<file path="config.mk">
export PLATFORM = sky130hd
export DESIGN_NAME = mux_sel_scheduler
export DESIGN_NICKNAME = d
export VERILOG_FILES = /design/src/rtl/mux_sel_scheduler.sv
export SDC_FILE = /design/constraint.sdc
export NUM_CORES = 1
export LEC_CHECK = 0
export BUFFER_PORTS_ARGS = -buffer_cell sky130_fd_sc_hd__buf_2
export CORE_UTILIZATION = 55
export CTS_CLUSTER_SIZE = 16
export DETAILED_ROUTE_END_ITERATION = 7
export PLACE_DENSITY = 0.74
export SLEW_MARGIN = 10
export SYNTH_ARGS = -nofsm -noshare
export SYNTH_HDL_FRONTEND = slang
export SYNTH_SLANG_ARGS = --single-unit
</file>
<file path="constraint.sdc">
create_clock -name CLOCK_50 -period 2.1 [get_ports CLOCK_50]
set_clock_uncertainty 0.05 [all_clocks]
set_input_delay 0.42 -clock CLOCK_50 [delete_from_list [all_inputs] [get_ports CLOCK_50]]
set_output_delay 0.42 -clock CLOCK_50 [all_outputs]
set_load 0.01 [all_outputs]
</file>
<file path="src/rtl/mux_sel_scheduler.sv">
// Drives the LED mux select from a debounced manual switch or an auto dwell timer, deferring each change to a both-inputs-low point.
// Latency: 2 cycles from target mismatch to sel update at best, timeout bounds the wait; no backpressure, sel_changed/forced are 1-cycle pulses.
module mux_sel_scheduler #(
    parameter int unsigned DEBOUNCE_CYCLES  = 1_000_000,
    parameter int unsigned DWELL_CYCLES     = 150_000_000,
    parameter int unsigned HANDOVER_TIMEOUT = 50_000_000
) (
    input  logic CLOCK_50,
    input  logic RESET_N,
    input  logic i0,
    input  logic i1,
    input  logic mode_sw,
    input  logic sel_sw,
    output logic sel,
    output logic switching,
    output logic sel_changed,
    output logic forced
);

    localparam logic [31:0] DEB_LAST   = 32'(DEBOUNCE_CYCLES - 1);
    localparam logic [31:0] DWELL_LAST = 32'(DWELL_CYCLES - 1);
    localparam logic [31:0] TMO_LAST   = 32'(HANDOVER_TIMEOUT - 1);

    typedef enum logic {ST_HOLD, ST_WAIT} state_t;

    logic        mode_s1_q, mode_s2_q, mode_db_q;
    logic        sel_s1_q, sel_s2_q, sel_db_q;
    logic [31:0] mode_cnt_q, sel_cnt_q;
    logic        mode_upd, sel_upd;

    logic [31:0] dwell_q;
    logic [31:0] tmo_q;
    state_t      state_q;
    logic        sel_q, switching_q, sel_changed_q, forced_q;

    logic        target;
    logic        safe_pt;
    logic        commit;

    assign mode_upd = (mode_s2_q != mode_db_q) && (mode_cnt_q == DEB_LAST);
    assign sel_upd  = (sel_s2_q != sel_db_q) && (sel_cnt_q == DEB_LAST);

    // Synchronizers and debouncers for both slide switches
    always_ff @(posedge CLOCK_50 or negedge RESET_N) begin
        if (!RESET_N) begin
            mode_s1_q  <= 1'b0;
            mode_s2_q  <= 1'b0;
            mode_db_q  <= 1'b0;
            mode_cnt_q <= '0;
            sel_s1_q   <= 1'b0;
            sel_s2_q   <= 1'b0;
            sel_db_q   <= 1'b0;
            sel_cnt_q  <= '0;
        end else begin
            mode_s1_q <= mode_sw;
            mode_s2_q <= mode_s1_q;
            sel_s1_q  <= sel_sw;
            sel_s2_q  <= sel_s1_q;

            if (mode_s2_q == mode_db_q) begin
                mode_cnt_q <= '0;
            end else if (mode_upd) begin
                mode_db_q  <= mode_s2_q;
                mode_cnt_q <= '0;
            end else begin
                mode_cnt_q <= mode_cnt_q + 32'd1;
            end

            if (sel_s2_q == sel_db_q) begin
                sel_cnt_q <= '0;
            end else if (sel_upd) begin
                sel_db_q  <= sel_s2_q;
                sel_cnt_q <= '0;
            end else begin
                sel_cnt_q <= sel_cnt_q + 32'd1;
            end
        end
    end

    always_comb begin
        target = sel_q;
        if (!mode_db_q) begin
            target = sel_db_q;
        end else if (dwell_q == DWELL_LAST) begin
            target = ~sel_q;
        end
    end

    assign safe_pt = !i0 && !i1;
    assign commit  = (state_q == ST_WAIT) && (target != sel_q)
                     && (safe_pt || (tmo_q == TMO_LAST));

    // Dwell only advances while holding in auto mode; it parks at its last value until the toggle commits
    always_ff @(posedge CLOCK_50 or negedge RESET_N) begin
        if (!RESET_N) begin
            dwell_q <= '0;
        end else if (mode_upd || commit) begin
            dwell_q <= '0;
        end else if (mode_db_q && (state_q == ST_HOLD) && (dwell_q != DWELL_LAST)) begin
            dwell_q <= dwell_q + 32'd1;
        end
    end

    always_ff @(posedge CLOCK_50 or negedge RESET_N) begin
        if (!RESET_N) begin
            state_q       <= ST_HOLD;
            sel_q         <= 1'b0;
            switching_q   <= 1'b0;
            sel_changed_q <= 1'b0;
            forced_q      <= 1'b0;
            tmo_q         <= '0;
        end else begin
            sel_changed_q <= 1'b0;
            forced_q      <= 1'b0;
            case (state_q)
                ST_HOLD: begin
                    if (target != sel_q) begin
                        state_q     <= ST_WAIT;
                        switching_q <= 1'b1;
                        tmo_q       <= '0;
                    end
                end
                ST_WAIT: begin
                    // Abort wins over commit when the request is withdrawn
                    if (target == sel_q) begin
                        state_q     <= ST_HOLD;
                        switching_q <= 1'b0;
                    end else if (safe_pt || (tmo_q == TMO_LAST)) begin
                        state_q       <= ST_HOLD;
                        switching_q   <= 1'b0;
                        sel_q         <= ~sel_q;
                        sel_changed_q <= 1'b1;
                        forced_q      <= !safe_pt;
                    end else begin
                        tmo_q <= tmo_q + 32'd1;
                    end
                end
                default: begin
                    state_q     <= ST_HOLD;
                    switching_q <= 1'b0;
                end
            endcase
        end
    end

    assign sel         = sel_q;
    assign switching   = switching_q;
    assign sel_changed = sel_changed_q;
    assign forced      = forced_q;

endmodule
</file>
==> impl_metrics.env, run 1 <==
export IMPL_die_h_microns=118
export IMPL_crit_type="reg2reg"
export IMPL_grt_setup_unrepaired="yes"
export IMPL_die_area_sq_um=13900
export IMPL_antenna_found_initial=0
export IMPL_synth_ff_type="dfrtp_1"
export IMPL_ys_warn_count=0
export IMPL_gr_usage_all_layers=0.282
export IMPL_violations="negative setup slack"
export IMPL_drtIter0Drc=686
export IMPL_cts_buffers_inserted=17
export IMPL_hold_viol_final=0
export IMPL_synth_edf_count=0
export IMPL_synth_area_sq_um=7370
export IMPL_io_pins=10
export IMPL_fin_nets=925
export IMPL_fin_ws_ns=-0.275
export IMPL_status="complete, but fails checks"
export IMPL_gp_congestion=0.866
export IMPL_synthArstFlopShare=1.00
export IMPL_grt_max_degree=51
export IMPL_synth_seq_cells=139
export IMPL_insertion_delay_ns=0.43
export IMPL_cts_num_sinks=139
export IMPL_drive_above_1_share=0.281
export IMPL_cts_htree_levels=4
export IMPL_start_util=0.575
export IMPL_port_buffers=9
export IMPL_maxCapViolations=0
export IMPL_via_count=6689
export IMPL_worst_pin_slew_ns=0.787
export IMPL_relSlewSlack=0.473
export IMPL_stdcell_count=1100
export IMPL_synth_cell_types=63
export IMPL_clock_root_buffer="clkbuf_16"
export IMPL_area_growth_syn_to_layout_pct=33.5
export IMPL_detailedRoute_firstPassIterationCount=6
export IMPL_dp_hpwl_microns=11700
export IMPL_grt_overflow_total=0
export IMPL_finalPower_mw=6.05
export IMPL_fp_dieW_microns=118
export IMPL_final_cell_mix="dfrtp_1, nor2_1, buf_4"
export IMPL_endpoint_kind="flip-flop"
export IMPL_grt_pass1_vias=6477
export IMPL_placed_area_sq_um=8370
export IMPL_grt_pass1_wl_microns=31200
export IMPL_period_minus_slack_ns=2.38
export IMPL_syn_inst=784
export IMPL_ant_nets=0
export IMPL_synth_nets=794
export IMPL_cts_tree="built"
export IMPL_cp_arrival_ns=2.64
export IMPL_wl_met2_microns=9850
export IMPL_clkTransAtPathRegs_ns=0.06
export IMPL_fin_area_sq_um=9840
export IMPL_cts_buffer_depth=2
export IMPL_layout_commonest_cell="dfrtp_1"
export IMPL_dp_cells=1036
export IMPL_final_min_period_over_clock_period=1.13
export IMPL_seq_area_frac_synth=0.472
export IMPL_start_kind="flip-flop"
export IMPL_syn_area_per_cell_sq_um=9.40
export IMPL_wl_met1_microns=8480
export IMPL_pre_cts_slack_ns=-0.299
export IMPL_antenna_cells=0
export IMPL_finalSetupViolCount=62
export IMPL_drt_wirelength_per_cell_microns=18.1
export IMPL_viasPerCell=6.08
export IMPL_drcViolationCount=0
export IMPL_critPathMaxFanout=6
export IMPL_p_leak_nw=4.25
export IMPL_fill_cells=789
export IMPL_dr_wl_met3_microns=987
export IMPL_wl_microns=19900
export IMPL_setup_tns_ns=-11.14
export IMPL_cp_data_required_time_ns=2.36
export IMPL_drv_slew=0
export IMPL_fmax_mhz=421
export IMPL_core_area_sq_um=12800
export IMPL_vdd_drop_max_v=0.000600
export IMPL_p_per_area_nw_per_um2=615
export IMPL_hold_path_class="in2reg"
export IMPL_top_layer="met4"
export IMPL_rows=41
report_power, final:
| part | total [mW] | switching [mW] | internal [mW] |
|---|---|---|---|
| Sequential | 2.70 | 0.0126 | 2.69 |
| Clock | 3.19 | 1.17 | 2.02 |
| Combinational | 0.153 | 0.101 | 0.0527 |
per-stage QoR:
step	hold WS, ns	utilization
floorplan	0.0744	-
global placement	0.297	0.652
detailed placement	0.301	0.652
CTS	0.0366	0.729
global route	0.0388	0.767
finish	0.0498	0.767
repair_timing:
item / CTS / global route
cloned: 3 / 2
buffers inserted: 13 / 17
hold buffers: 1 / 0
pin swaps: 20 / 28
resized for setup: 41 / 73
endpoints found under the hold margin: 34 / 0
endpoints found under the setup margin: 96 / 131
path summary, 6_finish.rpt:
path	start	slack, ns	to	depth (start not counted)
worst max-delay path	tmo_q[27]	-0.28	tmo_q[4]	8
worst min-delay path	sel_sw	0.05	sel_s1_q	1
worst max register to register	tmo_q[27]	-0.28	tmo_q[4]	8
worst min register to register	sel_s1_q	0.32	sel_s2_q	0
max in group asynchronous	RESET_N	0.94	dwell_q[9]	3
min in group asynchronous	RESET_N	0.41	mode_cnt_q[25]	2
routing by layer:
metal	vias up	GRT usage
met4	0	0.112
met5	-	0
met1	3292	0.357
met2	264	0.471
li1	3067	-
met3	66	0.0615
cells by family (layout without fill, tap and decap cells):
group / count (synthesis) / in the layout / share of synthesized area
muxes: 4 / 6 / 0.00645
xor gates and xnor gates: 93 / 93 / 0.111
adders and majority gates: 4 / 4 / 0.00679
buffers and inverters: 44 / 186 / 0.0267
and+or+nand+nor: 442 / 442 / 0.319
AOI/OAI and AO/OA: 58 / 58 / 0.0589
DFF: 139 / 139 / 0.472
Yosys cell counts (all sizes together) (11+ instances only):
cell type  instances  area share
nand4             35       0.030
inv               12      0.0061
xnor2             33       0.039
nor4b             12       0.014
nand3             67       0.046
and4              15       0.018
and3              24       0.021
xor2              60       0.071
nor2             120       0.061
nor4              14       0.012
a21oi             12      0.0082
buf               11      0.0098
nor3              23       0.019
nand2             81       0.041
dfrtp            139        0.47
clkbuf            21       0.011
sequential cells by signal (all words and copies together), names as in the netlist:
| name | count |
|---|---|
| mode_s2_q | 1 |
| sel_cnt_q | 32 |
| sel | 1 |
| state_q | 1 |
| sel_changed | 1 |
| forced | 1 |
| tmo_q | 32 |
| mode_cnt_q | 32 |
| dwell_q | 32 |
| sel_db_q | 1 |
| switching | 1 |
| sel_s2_q | 1 |
| sel_s1_q | 1 |
| mode_db_q | 1 |
| mode_s1_q | 1 |
critical path, stage by stage, from the launching register on:
cell,delay [ns]
dfrtp_1,0.42
or4b_4,0.50
or4_4,0.45
o31ai_4,0.20
buf_6,0.18
buf_12,0.12
nand4b_1,0.14
or4b_4,0.14
nand3_2,0.05
area by class of cell:
cell class	count	area [sq um]	share of cell area
repair buffers	142	1290	0.131
clock inverters	14	193	0.0196
clock buffers	18	439	0.0446
inverters	12	45.0	0.00458
multi-input cells	603	4180	0.425
flip-flops and latches	139	3480	0.354
well taps	172	215	0.0219
No activity file was read; power rests on OpenSTA's default activity.
==> run 2, diff against run 1 <==
- CORE_ASPECT_RATIO: default -> 0.5
==> run 2 against run 1 <==
Net effect:
- register-to-register slack hardly changed
- count of clock-buffer cells in the layout stayed put
- core utilization is 1.7 points lower
- via count is 3.1% lower
- cell area is 1.7% lower
- sequential share of layout area is 0.61 points higher
- total power is 0.26% higher
- largest power group unchanged
- the flow still finishes with violations (negative setup slack)
- critical path type unchanged
- largest cell class unchanged
==> impl_metrics.env, run 2 (synthesis results as in run 1) <==
export IMPL_placed_area_sq_um=8400
export IMPL_insertion_delay_ns=0.42
export IMPL_cts_num_sinks=139
export IMPL_drv_slew=0
export IMPL_finalSetupViolCount=47
export IMPL_min_from="mode_sw"
export IMPL_die_h_microns=83.8
export IMPL_grt_max_degree=52
export IMPL_p_per_area_nw_per_um2=628
export IMPL_grt_pass1_vias=6085
export IMPL_via_count=6479
export IMPL_comb_power_share=0.022
export IMPL_switching_power_mw=1.31
export IMPL_grt_pass1_wl_microns=29100
export IMPL_p_leak_nw=4.19
export IMPL_ff_latch_area_sq_um=3480
export IMPL_crit_type="reg2reg"
export IMPL_cp_slowest_cell="or4b_1"
export IMPL_slowest_delay_ns=0.54
export IMPL_start_kind="flip-flop"
export IMPL_cts_buffer_depth=2
export IMPL_drcViolationCount=0
export IMPL_clock_root_buffer="clkbuf_16"
export IMPL_cp_arrival_ns=2.66
export IMPL_relSlewSlack=0.497
export IMPL_cts_tree="built"
export IMPL_layout_commonest_cell="dfrtp_1"
export IMPL_detailedRoute_firstPassIterationCount=5
export IMPL_cts_buffers_inserted=17
export IMPL_cp_startpoint="tmo_q[11]"
export IMPL_dp_cells=1042
export IMPL_timing_hold_ws_ns=0.0881
export IMPL_p_seq_frac=0.446
export IMPL_start_util=0.572
export IMPL_status="complete, but fails checks"
export IMPL_r2r_slack_ns=-0.27
export IMPL_clkTransAtPathRegs_ns=0.07
export IMPL_viasPerCell=5.89
export IMPL_core_area_sq_um=12900
export IMPL_antenna_cells=0
export IMPL_rows=29
export IMPL_final_cell_mix="dfrtp_1, nor2_1, buf_4"
export IMPL_grt_overflow_total=0
export IMPL_port_buffers=9
export IMPL_swShare=0.216
export IMPL_fp_dieW_microns=166
export IMPL_area_growth_syn_to_layout_pct=31.2
export IMPL_endpoint_kind="flip-flop"
export IMPL_die_area_sq_um=13900
export IMPL_crit_family="simple AND/OR/NAND/NOR gates"
export IMPL_fin_util=0.751
export IMPL_fin_nets=927
export IMPL_drive_above_1_share=0.260
export IMPL_worst_pin_slew_ns=0.752
export IMPL_fmax_mhz=422
export IMPL_gr_usage_all_layers=0.264
export IMPL_maxCapViolations=0
export IMPL_clockPowerShare=0.532
export IMPL_violations="negative setup slack"
export IMPL_hold_path_class="in2reg"
export IMPL_cts_htree_levels=4
export IMPL_grt_setup_unrepaired="yes"
export IMPL_rr_startpoint="tmo_q[11]"
export IMPL_stdcell_count=1100
export IMPL_wl_microns=18600
export IMPL_drt_wirelength_per_cell_microns=16.9
export IMPL_drtIter0Drc=657
export IMPL_intPower_mw=4.75
export IMPL_ant_nets=0
export IMPL_fill_cells=828
export IMPL_fin_ws_ns=-0.270
export IMPL_path_buf_inv=1
export IMPL_hold_viol_final=0
export IMPL_dp_hpwl_microns=11400
export IMPL_cp_cell_sequence="or4b_1, or4_4, o31ai_4, buf_6, nor3_4, a21bo_1, a31oi_1"
export IMPL_final_min_period_over_clock_period=1.13
export IMPL_cp_data_required_time_ns=2.39
export IMPL_critPathMaxFanout=6
export IMPL_io_pins=10
export IMPL_fin_area_sq_um=9670
export IMPL_vdd_drop_max_v=0.000725
export IMPL_multi_input_area_sq_um=4060
export IMPL_pre_cts_slack_ns=-0.247
export IMPL_period_minus_slack_ns=2.37
export IMPL_gp_congestion=0.894
export IMPL_antenna_found_initial=0
-- run 2: area by class of cell --
class	instances	area share
clock buffer	18	0.0454
tap	170	0.0220
clock inverter	14	0.0203
sequential	139	0.360
timing repair buffer	144	0.128
multi-input combinational	603	0.420
inverter	12	0.00466
-- run 2: path summary, 6_finish.rpt --
path / end / depth (start not counted)
max: tmo_q[26] / 7
min: mode_s1_q / 1
max reg2reg: tmo_q[26] / 7
min reg2reg: mode_s2_q / 0
max in group asynchronous: sel_cnt_q[15] / 3
min in group asynchronous: sel_cnt_q[18] / 2
-- run 2: through the flow --
step                power, mW  TNS [ns]
finish                   6.07     -4.45
global route             6.25     -8.61
CTS                      6.11     -4.71
detailed placement       2.89     -6.51
global placement         2.88     -2.60
floorplan                2.79     -1.25
-- run 2: worst reg2reg max path: stages (launching register included) --
cell and delay (ns):
dfrtp_1 0.37, or4b_1 0.54, or4_4 0.44, o31ai_4 0.30, buf_6 0.19, nor3_4 0.06, a21bo_1 0.17, a31oi_1 0.16
-- run 2: metal layers --
layer | vias to the layer above | wire (microns) | global-route usage
li1 | 3067 | - | -
met1 | 3229 | 8400 | 0.345
met2 | 169 | 9340 | 0.441
met3 | 14 | 725 | 0.0593
met4 | 0 | 144 | 0.0790
met5 | - | 0 | 0
-- run 2: power groups by stage --
stage / Sequential (mW) / Combinational, mW / Clock (mW)
2_1_floorplan: 2.75 / 0.0395 / 0
3_3_place_gp: 2.75 / 0.130 / 0
3_5_place_dp: 2.75 / 0.133 / 0
4_1_cts: 2.70 / 0.136 / 3.27
5_1_grt: 2.70 / 0.152 / 3.39
6_report: 2.70 / 0.133 / 3.23
-- run 2: timing repair --
item | 4_1_cts | 5_1_grt
setup endpoints to repair | 63 | 99
endpoints found under the hold margin | 46 | 0
pin swaps | 15 | 21
hold buffers | 1 | 0
resized for setup | 23 | 53
buffers inserted | 6 | 14
gates cloned | 3 | 3
==> run 3, diff against run 2 <==
- ABC_AREA: default -> 1
- TNS_END_PERCENT: default -> 5
==> run 3 against run 2 <==
Net effect:
- the flow now finishes without violations
- final cell count rose by 38%
- total power decreased by 2.9%
- non-clock buffer count is 100 lower
- critical endpoint is now tmo_q[31]
- cell area grew 3.0%
- sequential power is essentially flat
- die area grew 20%
- first-iteration DRC count is 0.61% higher
==> impl_metrics.env, run 3 <==
export IMPL_status="finished clean"
export IMPL_synth_cell_types=35
export IMPL_fin_ws_ns=0.158
export IMPL_endpoint_kind="flip-flop"
export IMPL_worst_pin_slew_ns=0.499
export IMPL_grt_overflow_total=0
export IMPL_min_path_cells=1
export IMPL_fin_nets=1309
export IMPL_worstRegToRegCells=11
export IMPL_vdd_drop_max_v=0.000555
export IMPL_synth_nets=1269
export IMPL_cts_buffer_depth=2
export IMPL_cts_num_sinks=139
export IMPL_hold_path_class="in2reg"
export IMPL_p_seq_frac=0.459
export IMPL_dp_hpwl_microns=17100
export IMPL_postCtsSetupRepairBufs=0
export IMPL_synth_area_sq_um=8880
export IMPL_seq_area_frac_synth=0.392
export IMPL_viasPerCell=5.40
export IMPL_grt_pass1_wl_microns=37800
export IMPL_antenna_cells=0
export IMPL_cts_buffers_inserted=17
export IMPL_drtIter0Drc=661
export IMPL_antenna_found_initial=0
export IMPL_syn_inst=1259
export IMPL_rows=32
export IMPL_synth_ff_type="dfrtp_1"
export IMPL_syn_area_per_cell_sq_um=7.05
export IMPL_ys_warn_count=0
export IMPL_critPathMaxFanout=37
export IMPL_core_area_sq_um=15600
export IMPL_synth_edf_count=0
export IMPL_synthArstFlopShare=1.00
export IMPL_clkTransAtPathRegs_ns=0.06
export IMPL_detailedRoute_firstPassIterationCount=5
export IMPL_io_pins=10
export IMPL_intPower_mw=4.50
export IMPL_finalPower_mw=5.89
export IMPL_synth_area_top_cells="dfrtp_1, nand2_1, nor2_1"
export IMPL_p_per_area_nw_per_um2=592
export IMPL_final_min_period_over_clock_period=0.925
export IMPL_area_growth_syn_to_layout_pct=12.1
export IMPL_drv_slew=0
export IMPL_start_util=0.570
export IMPL_grt_pass1_vias=7770
export IMPL_drcViolationCount=0
export IMPL_die_area_sq_um=16700
export IMPL_cts_htree_levels=4
export IMPL_clockPowerShare=0.518
export IMPL_port_buffers=9
export IMPL_finalSetupViolCount=0
export IMPL_synth_top_cell_area_share=0.392
export IMPL_drt_wirelength_per_cell_microns=14.9
export IMPL_timing_hold_ws_ns=0.0529
export IMPL_relSlewSlack=0.668
export IMPL_final_cell_mix="nand2_1, nor2_1, inv_1"
export IMPL_period_minus_slack_ns=1.94
export IMPL_crit_type="reg2reg"
export IMPL_clock_root_buffer="clkbuf_16"
export IMPL_via_count=8189
export IMPL_yosysTopAreaCell="dfrtp_1"
export IMPL_layout_commonest_cell="nand2_1"
export IMPL_maxCapViolations=0
export IMPL_p_leak_nw=4.36
export IMPL_hold_viol_final=0
export IMPL_synth_common_cells="nand2_1, nor2_1, inv_1"
export IMPL_wl_microns=22600
export IMPL_start_kind="flip-flop"
export IMPL_die_h_microns=91.8
export IMPL_switching_power_mw=1.39
export IMPL_gp_congestion=1.01
export IMPL_synth_most_common_cell="nand2_1"
export IMPL_insertion_delay_ns=0.42
export IMPL_comb_power_share=0.023
export IMPL_gr_usage_all_layers=0.289
export IMPL_cts_tree="built"
export IMPL_synth_seq_cells=139
export IMPL_grt_max_degree=48
export IMPL_grt_setup_unrepaired="yes"
export IMPL_cp_arrival_ns=2.19
export IMPL_pre_cts_slack_ns=0.105
export IMPL_fmax_mhz=515
export IMPL_ant_nets=0
export IMPL_cp_data_required_time_ns=2.35
export IMPL_fp_dieW_microns=182
export IMPL_swShare=0.236
export IMPL_drive_above_1_share=0.117
run 3: routing by layer:
metal	vias up	GRT usage	share of wire
li1	4095	-	-
met4	0	0.0699	0.015
met1	3849	0.389	0.47
met3	31	0.0540	0.051
met2	214	0.482	0.46
met5	-	0	0
run 3: timing repair:
item,in CTS,in global routing
hold buffers,1,0
gates resized for setup,0,6
setup endpoints to repair,0,10
hold endpoints to repair,41,0
run 3: per-stage QoR:
step / area, sq um / utilization / setup TNS [ns] / cells
after CTS: 9930 / 0.637 / 0 / 1516
final: 9950 / 0.639 / 0 / 1516
after detailed placement: 9330 / 0.599 / 0 / 1483
after global routing: 9950 / 0.639 / -0.0130 / 1516
after global placement: 9330 / 0.599 / 0 / 1483
after floorplan: 8880 / - / 0 / 1259
run 3: area by class of cell:
type | count | area, sq um
Sequential cell | 139 | 3480
Clock buffer | 18 | 429
Clock inverter | 14 | 155
Fill cell | 1398 | 5620
Inverter | 149 | 559
Tap cell | 204 | 255
Multi-Input combinational cell | 948 | 4710
Timing Repair Buffer | 44 | 367
run 3: power by group through the flow:
stage          Clock [mW]  Combinational [mW]  Sequential, mW
2_1_floorplan           0              0.0416            2.75
3_3_place_gp            0               0.136            2.75
3_5_place_dp            0               0.138            2.75
4_1_cts              3.09               0.140            2.70
5_1_grt              3.21               0.156            2.70
6_report             3.05               0.135            2.70
run 3: path summary, 6_finish.rpt:
path / startpoint / endpoint / slack (ns)
min reg2reg: sel_s1_q / sel_s2_q / 0.30
max in group asynchronous: RESET_N / tmo_q[17] / 0.90
max: tmo_q[8] / tmo_q[31] / 0.16
min in group asynchronous: RESET_N / sel_s1_q / 0.44
max reg2reg: tmo_q[8] / tmo_q[31] / 0.16
min: mode_sw / mode_s1_q / 0.05
run 3: kinds of logic (layout without fill, tap and decap cells):
group | Yosys count | after routing | synth area share
flip-flops | 139 | 139 | 0.392
XOR/XNOR | 66 | 66 | 0.0659
adder cells (fa/ha/maj) | 4 | 4 | 0.00564
AND/OR/NAND/NOR | 826 | 826 | 0.411
AO/OA/AOI/OAI | 52 | 52 | 0.0445
buffers and inverters | 172 | 225 | 0.0810
run 3: worst max-delay path, cell delays in order, from the launching register on:
cell and delay [ns]:
dfrtp_1 0.45, inv_1 0.16, nand2_1 0.09, nor2_1 0.12, nand2_1 0.08, nor2_1 0.10, nand2_1 0.09, nand2_1 0.10
nand2_2 0.08, nand2_4 0.12, buf_12 0.21, o21ai_0 0.11
